## src/rtl/arf_pkg.sv

```systemverilog
// Shared definitions for the ARF stream controller: FSM encoding, lane count,
// and DP_LAT limits with a helper that turns DP_LAT into a wait-counter preload.
package arf_pkg;

  localparam int unsigned ARF_NX     = 8;
  localparam int unsigned DP_LAT_MIN = 1;
  localparam int unsigned DP_LAT_MAX = 255;
  localparam int unsigned LAT_CNT_W  = 8;
  localparam int unsigned SCNT_W     = 16;

  typedef enum logic [1:0] {
    IDLE = 2'd0,
    WAIT = 2'd1,
    OUT  = 2'd2
  } arf_state_e;

  // Clamp DP_LAT into its legal range and return the preload (DP_LAT-1).
  function automatic logic [LAT_CNT_W-1:0] lat_load(input int unsigned dp_lat);
    int unsigned l;
    l = dp_lat;
    if (l < DP_LAT_MIN) l = DP_LAT_MIN;
    if (l > DP_LAT_MAX) l = DP_LAT_MAX;
    return LAT_CNT_W'(l - 1);
  endfunction

endpackage

```

## src/rtl/arf_lat_cnt.sv

```systemverilog
// Loadable down-counter with a zero flag; times how long operands are held
// before the datapath results are sampled.
module arf_lat_cnt
  import arf_pkg::*;
#(
  parameter int unsigned W = LAT_CNT_W
) (
  input  logic         clk,
  input  logic         rst,
  input  logic         load,
  input  logic [W-1:0] load_val,
  input  logic         dec,
  output logic         zero_c
);

  logic [W-1:0] count;

  // Load has priority; decrement saturates at zero.
  always_ff @(posedge clk) begin
    if (rst) begin
      count <= '0;
    end else if (load) begin
      count <= load_val;
    end else if (dec && (count != '0)) begin
      count <= count - W'(1);
    end
  end

  assign zero_c = (count == '0);

endmodule

```

## src/rtl/arf_stream_ctrl.sv

```systemverilog
// One-in-flight stream controller around an external ARF datapath.
// Optional feature macro: ARF_STATE_CLEAR_EN adds a state_clear input.
module arf_stream_ctrl
  import arf_pkg::*;
#(
  parameter int unsigned WIDTH  = 16,
  parameter int unsigned DP_LAT = 2
) (
  input  logic                    clk,
  input  logic                    rst,
`ifdef ARF_STATE_CLEAR_EN
  input  logic                    state_clear,
`endif
  input  logic                    s_valid,
  output logic                    s_ready,
  input  logic [ARF_NX*WIDTH-1:0] s_data,
  output logic [ARF_NX*WIDTH-1:0] dp_x,
  output logic [WIDTH-1:0]        dp_s13,
  output logic [WIDTH-1:0]        dp_s14,
  input  logic [WIDTH-1:0]        dp_y27,
  input  logic [WIDTH-1:0]        dp_y28,
  output logic                    m_valid,
  input  logic                    m_ready,
  output logic [2*WIDTH-1:0]      m_data,
  output logic [SCNT_W-1:0]       sample_cnt
);

  localparam logic [LAT_CNT_W-1:0] LAT_LOAD = lat_load(DP_LAT);

  arf_state_e        state_q;
  arf_state_e        state_d;
  logic              ld_x;
  logic              cap;
  logic              acc;
  logic              cnt_dec;
  logic              cnt_zero_c;
  logic [SCNT_W-1:0] sample_cnt_d;

  arf_lat_cnt #(
    .W (LAT_CNT_W)
  ) u_lat_cnt (
    .clk      (clk),
    .rst      (rst),
    .load     (ld_x),
    .load_val (LAT_LOAD),
    .dec      (cnt_dec),
    .zero_c   (cnt_zero_c)
  );

  assign s_ready = (state_q == IDLE) && !rst;
  assign m_valid = (state_q == OUT);

  // State register.
  always_ff @(posedge clk) begin
    if (rst) begin
      state_q <= IDLE;
    end else begin
      state_q <= state_d;
    end
  end

  // Next state and per-cycle control strobes.
  always_comb begin
    state_d = state_q;
    ld_x    = 1'b0;
    cap     = 1'b0;
    acc     = 1'b0;
    cnt_dec = 1'b0;
    case (state_q)
      IDLE: begin
        if (s_valid && s_ready) begin
          ld_x    = 1'b1;
          state_d = WAIT;
        end
      end
      WAIT: begin
        if (cnt_zero_c) begin
          cap     = 1'b1;
          state_d = OUT;
        end else begin
          cnt_dec = 1'b1;
        end
      end
      OUT: begin
        if (m_ready) begin
          acc     = 1'b1;
          state_d = IDLE;
        end
      end
      default: state_d = IDLE;
    endcase
  end

  assign sample_cnt_d = sample_cnt + SCNT_W'(acc);

  // Operand, result and feedback registers; results are taken bit-exact.
  always_ff @(posedge clk) begin
    if (rst) begin
      dp_x       <= '0;
      dp_s13     <= '0;
      dp_s14     <= '0;
      m_data     <= '0;
      sample_cnt <= '0;
    end else begin
      sample_cnt <= sample_cnt_d;
      if (ld_x) begin
        dp_x <= s_data;
      end
      if (cap) begin
        m_data <= {dp_y28, dp_y27};
      end
`ifdef ARF_STATE_CLEAR_EN
      // A clear coinciding with capture wins for the feedback state only.
      if (state_clear) begin
        dp_s13 <= '0;
        dp_s14 <= '0;
      end else if (cap) begin
        dp_s13 <= dp_y27;
        dp_s14 <= dp_y28;
      end
`else
      if (cap) begin
        dp_s13 <= dp_y27;
        dp_s14 <= dp_y28;
      end
`endif
    end
  end

endmodule

```

## config.mk

```make
export PLATFORM = sky130hd
export DESIGN_NAME = arf_stream_ctrl
export DESIGN_NICKNAME = d
export VERILOG_FILES = /design/src/rtl/arf_pkg.sv /design/src/rtl/arf_lat_cnt.sv /design/src/rtl/arf_stream_ctrl.sv
export SDC_FILE = /design/constraint.sdc
export NUM_CORES = 1
export LEC_CHECK = 0
export CAP_MARGIN = 20
export CELL_PAD_IN_SITES_DETAIL_PLACEMENT = 0
export CELL_PAD_IN_SITES_GLOBAL_PLACEMENT = 1
export CORE_ASPECT_RATIO = 0.8
export CORE_MARGIN = 5
export CORE_UTILIZATION = 29
export DETAILED_ROUTE_END_ITERATION = 10
export PLACE_DENSITY = 0.95
export SLEW_MARGIN = 20
export SYNTH_ARGS = -nofsm -noshare
export SYNTH_HDL_FRONTEND = slang
export SYNTH_SLANG_ARGS = --single-unit
```

## constraint.sdc

```tcl
create_clock -name clk -period 4.35 [get_ports clk]
set_clock_uncertainty 0.1 [all_clocks]
set_input_delay 0.6525 -clock clk [delete_from_list [all_inputs] [get_ports clk]]
set_output_delay 0.6525 -clock clk [all_outputs]
set_load 0.01 [all_outputs]
```

Word level (Yosys, flattened, before mapping)
Cells that the tools add are included.
{"block": "op_classes", "n_addsub": 2, "n_eq_ne": 5, "mux": 14, "reduce_logical": 10}
{"cell": "adder 16 x 1 -> 16 bit", "n": 1}
{"cell": "2-to-1 mux 1 bit", "n": 10}
{"cell": "logical NOT 8 bit", "n": 1}
{"cell": "nonzero test 8 bit", "n": 1}
{"cell": "subtractor 8 x 1 -> 8 bit, second input constant", "n": 1}
{"cell": "2-to-1 mux 2 bit", "n": 3}
{"cell": "case mux 2 bit (3 select lines)", "n": 1}
{"cell": "!= test 2 x 1 -> 1 bit, second input constant", "n": 2}
{"cell": "logical AND 1 bit", "n": 3}
{"cell": "AND reduction 3 bit", "n": 1}
{"cell": "equality test 2 x 1 -> 1 bit, second input constant", "n": 1}
{"cell": "equality test 2 bit, second input constant", "n": 1}
{"cell": "logical NOT 2 bit", "n": 1}
{"cell": "!= test 2 bit, second input constant", "n": 1}
{"cell": "nonzero test 2 bit", "n": 1}
{"cell": "OR reduction 2 bit", "n": 1}
{"cell": "logical NOT 1 bit", "n": 1}
{"block": "word_totals", "ff_bits": 218, "inputBits": 164, "output_inout_bits": 210, "wordCells": 39}

Logic depth before layout (Yosys ltp)
{"block": "depth", "ltp_word": 6, "depth_mapped": 8, "ltp_nobuf": 8}

Cells and area by module
From an unflattened synthesis, not the netlist that was laid out.
{"block": "hier_totals", "hier_cells": 879, "area_unflattened_um2": 7129.3}
{"module": "arf_stream_ctrl", "n_inst": 1, "cells_each": 820, "area_per_inst_um2": 6613.8, "seq_area_each_um2": 3563.4}
{"module": "arf_lat_cnt", "n_inst": 1, "cells_each": 59, "area_per_inst_um2": 515.5, "seq_area_each_um2": 160.2}

Least setup slack after synthesis
Ideal clock, no wire load.
{"block": "synth_path", "kind": "in2reg", "from": "input rst", "to": "register dp_x[51]", "setup_ns": 0.132, "t_arrival_ns": 1.861, "required_time_ns": 4.118, "slack_ns": 2.256, "cell_stages": 7, "path_buffers": 3, "cell_sequence": "buf_2 -> nor3_1 -> nand2_1 -> clkbuf_1 -> clkbuf_1 -> nand2_1 -> a21oi_1"}
{"block": "synth_between", "elab_chain_len": 5}
{"element": "from (decl)", "line": "arf_stream_ctrl.sv:10", "source": "input logic rst,"}
{"element": "logical NOT 1 bit", "line": "arf_stream_ctrl.sv:50", "source": "assign s_ready = (state_q == IDLE) && !rst;"}
{"element": "logical AND 1 bit", "line": "arf_stream_ctrl.sv:50"}
{"element": "named net s_ready", "line": "arf_stream_ctrl.sv:15", "source": "output logic s_ready,"}
{"element": "logical AND 1 bit", "line": "arf_stream_ctrl.sv:71", "source": "if (s_valid && s_ready) begin"}
{"element": "2-to-1 mux 1 bit", "line": "arf_stream_ctrl.sv:71"}
{"element": "2-to-1 mux 1 bit", "line": "arf_stream_ctrl.sv:69", "source": "case (state_q)"}
{"element": "to (signal assigned)", "line": "arf_stream_ctrl.sv:107", "source": "dp_x <= s_data;"}
{"element": "to (decl)", "line": "arf_stream_ctrl.sv:17", "source": "output logic [ARF_NX*WIDTH-1:0] dp_x,"}
The timed path passes the listed nets, and every way through them passes these cells.
A chain may end at the register's enable or synchronous reset.

Final worst setup path
{"block": "layout_path", "from": "input rst", "to": "output s_ready"}
{"block": "layout_between", "elab_chain_len": 2}
{"element": "logical NOT 1 bit", "line": "arf_stream_ctrl.sv:50"}
{"element": "logical AND 1 bit", "line": "arf_stream_ctrl.sv:50"}
{"element": "to (decl)", "line": "arf_stream_ctrl.sv:15"}
Every way passes these cells.

==> results_dict.tcl <==
set metrics [dict create \
    status "finished, final reports clean" \
    cp_slowest_cell "clkdlybuf4s50_1" \
    crit_path_end_kind "primary output" \
    post-route-period-util_pct 62.0 \
    max_freq_ghz 0.371 \
    critPathTopFamily "buffers and inverters" \
    start_util_pct 29.5 \
    sequentialPowerShare_pct 37.8 \
    place_ws_ns 1.54 \
    p_sw_share_pct 33.2 \
    cts_hold_buf 0 \
    drc_errors 0 \
    wirelength_mm 23.0 \
    critPathKind "input pin to primary output" \
    area_growth_syn_to_layout_pct 62.8 \
    routedWlPerCell_microns 15.4 \
    drtPass1Iterations 5 \
    maxCapViolations 0 \
    synth_nets 1034 \
    ys_seq_elements 186 \
    first_iter_violations 298 \
    tightest_slew_ns 0.911 \
    total_power_w 0.00567 \
    ys_seq_area_share_pct 53.9 \
    grt_pass1_vias 6424 \
    layoutNonFillerInstCount 1500 \
    path_buf_inv 2 \
    peakVddDrop_mv 0.258 \
    die_h_microns 148 \
    cts_max_level 4 \
    syn_inst 865 \
    cts_root_buf "clkbuf_16" \
    finalWorstSetupSlack_ns 1.66 \
    track_usage_pct 16.0 \
    die_x_microns 183 \
    p_comb_share_pct 33.2 \
    grt_setup_unrepaired "false" \
    hold_class "flop to flop" \
    grt_overflow_total 0 \
    max_slew_margin_pct 39.3 \
    cts_tree "yes" \
    final-hold-violation-count 0 \
    cts_made_buffers 17 \
    viasPerCell 4.53 \
    synthDistinctLibCells 34 \
    dp_cells 1467 \
    setup_viol 0 \
    ant_nets 0 \
    clock-sinks 186 \
    place.gp.congestion 0.856 \
    clock_latency_ns 0.42 \
    crit_chain "buf_6 -> nor3_1 -> clkdlybuf4s50_1" \
    cts_resized 0 \
    cp-start-kind "input pin" \
    cts.path.max_buffers 2 \
    crit_fanout 43 \
    post_cts_buffers 0 \
    slew_violations 0 \
    worst_ep_required_time_ns 3.60 \
    pwr-share-clk_pct 29.0 \
    grt_max_degree 79 \
    syn_avg_cell_area_sq_um 7.99 \
    power.internal_w 0.00379 \
    max_stage_delay_ns 0.67 \
    cts.clk_slew.worst_paths_ns 0.07 \
    row_count 50 \
    dieArea_sq_um 27000 \
    core_area_sq_um 23500 \
    grt_pass1_wl_mm 34.9 \
    finalSetupTns_ns 0 \
    power.density_nw_per_um2 504 \
    drive_gt1_share_pct 3.71 \
    power_leakage_nw 3.90 \
    port_buffers 373 \
    post-route-min-period_ns 2.69 \
    nets 1343 \
    ios 374 \
    dr_total_vias 6796 \
    antenna_found_initial 1 \
    critPathArrivalTime_ns 1.94 \
    netlist_area_sq_um 6910 \
    hpwl_mm 16.8 \
    reg2reg_slack_ns 2.06 \
    yosysWarnings 0 \
    fin_util_pct 48.0 \
    power_switching_w 0.00189 \
]
-- kinds of logic (layout without fill, tap and decap cells) --
kind of cell / Yosys count / after routing / synth area share (%)
other: 0 / 1 / 0
XOR/XNOR: 14 / 14 / 1.77
AO/OA/AOI/OAI: 181 / 181 / 13.4
adder cells (fa/ha/maj): 5 / 5 / 0.905
AND/OR/NAND/NOR: 388 / 388 / 22.8
flip-flops: 186 / 186 / 53.9
buffers and inverters: 91 / 413 / 7.28
-- sequential cells by signal, summed over array words and instances (netlist names) --
| name | count |
|---|---|
| dp_x | 128 |
| dp_s14 | 16 |
| sample_cnt | 16 |
| dp_s13 | 15 |
| u_lat_cnt.count | 8 |
| state_q | 2 |
| m_data | 1 |
-- worst register-to-register path: stages, from the launching register on --
cell and delay, ns:
dfxtp_1 0.35, nor3_1 0.46, and2_4 0.62, buf_12 0.37, nor3_1 0.10, a211oi_1 0.20
-- metrics by stage --
step	hold WS [ns]	cell area, sq um
6_report	0.353	11300
5_1_grt	0.368	11300
4_1_cts	0.355	11200
3_5_place_dp	0.346	10600
3_3_place_gp	0.340	10600
2_1_floorplan	0.355	6910
-- power groups by stage --
stage	combinational (W)	sequential [W]	clock, W
final	0.00188	0.00214	0.00165
after floorplan	0.000954	0.00226	0
after CTS	0.00191	0.00215	0.00171
after detailed placement	0.00190	0.00219	0
after global placement	0.00188	0.00217	0
after global routing	0.00205	0.00218	0.00178
-- routing by layer --
metal / wire [microns] / global-route usage, % / vias up
met4: 409 / 5.14 / 0
met5: 0 / 0 / -
met2: 11100 / 27.1 / 262
li1: - / - / 3398
met3: 2040 / 5.60 / 23
met1: 9520 / 19.0 / 3113
-- Yosys cell counts (all sizes together) --
cell type	number	share of area (%)
a211oi	2	0.22
a21oi	168	12
and2	2	0.18
buf	51	5.1
clkbuf	38	2.1
dfxtp	186	54
ha	5	0.91
inv	2	0.11
nand2	325	18
nand2b	3	0.27
nand3	9	0.65
nand3b	1	0.11
nand4	4	0.36
nor2	16	0.87
nor2b	4	0.36
nor3	10	0.89
nor3b	1	0.11
nor4	4	0.36
nor4b	1	0.13
o211ai	3	0.33
o21ai	7	0.51
o41ai	1	0.13
or3	5	0.45
or3b	1	0.13
or4	1	0.11
or4b	1	0.14
xnor2	9	1.1
xor2	5	0.63
-- placed cells by master (no fill, tap or decap), types with 2 or more instances in the layout --
| master | count |
|---|---|
| xor2_1 | 5 |
| a21oi_1 | 167 |
| nor2_1 | 16 |
| o211ai_1 | 3 |
| clkbuf_16 | 17 |
| a211oi_1 | 2 |
| nand2b_1 | 3 |
| bufinv_16 | 2 |
| clkdlybuf4s50_1 | 372 |
| nand2_1 | 324 |
| nor4_1 | 4 |
| o21ai_0 | 5 |
| o21ai_1 | 2 |
| nor2b_1 | 4 |
| inv_6 | 4 |
| inv_8 | 4 |
| buf_12 | 2 |
| buf_4 | 4 |
| nand4_1 | 4 |
| inv_1 | 2 |
| ha_1 | 5 |
| clkinv_8 | 3 |
| dfxtp_1 | 186 |
| nor3_1 | 9 |
| nand3_1 | 9 |
| or3_1 | 5 |
| xnor2_1 | 9 |
-- final cells by class --
| type | count | area, sq um |
|---|---|---|
| repair buffers | 379 | 3800 |
| inverters | 2 | 7.51 |
| flip-flops and latches | 186 | 3720 |
| clock buffers | 17 | 425 |
| multi-input cells | 588 | 2700 |
| diodes | 1 | 2.50 |
| fillers | 2274 | 12200 |
| clock inverters | 15 | 203 |
| well taps | 312 | 390 |
-- final timing paths --
path	startpoint	to	cells past startpoint
worst min register to register	dp_x[65]	dp_x[65]	2
worst max-delay path	rst	s_ready	3
worst max register to register	state_q[1]	u_lat_cnt.count[0]	5
worst min-delay path	dp_x[65]	dp_x[65]	2
(Power assumes the default switching activity.)
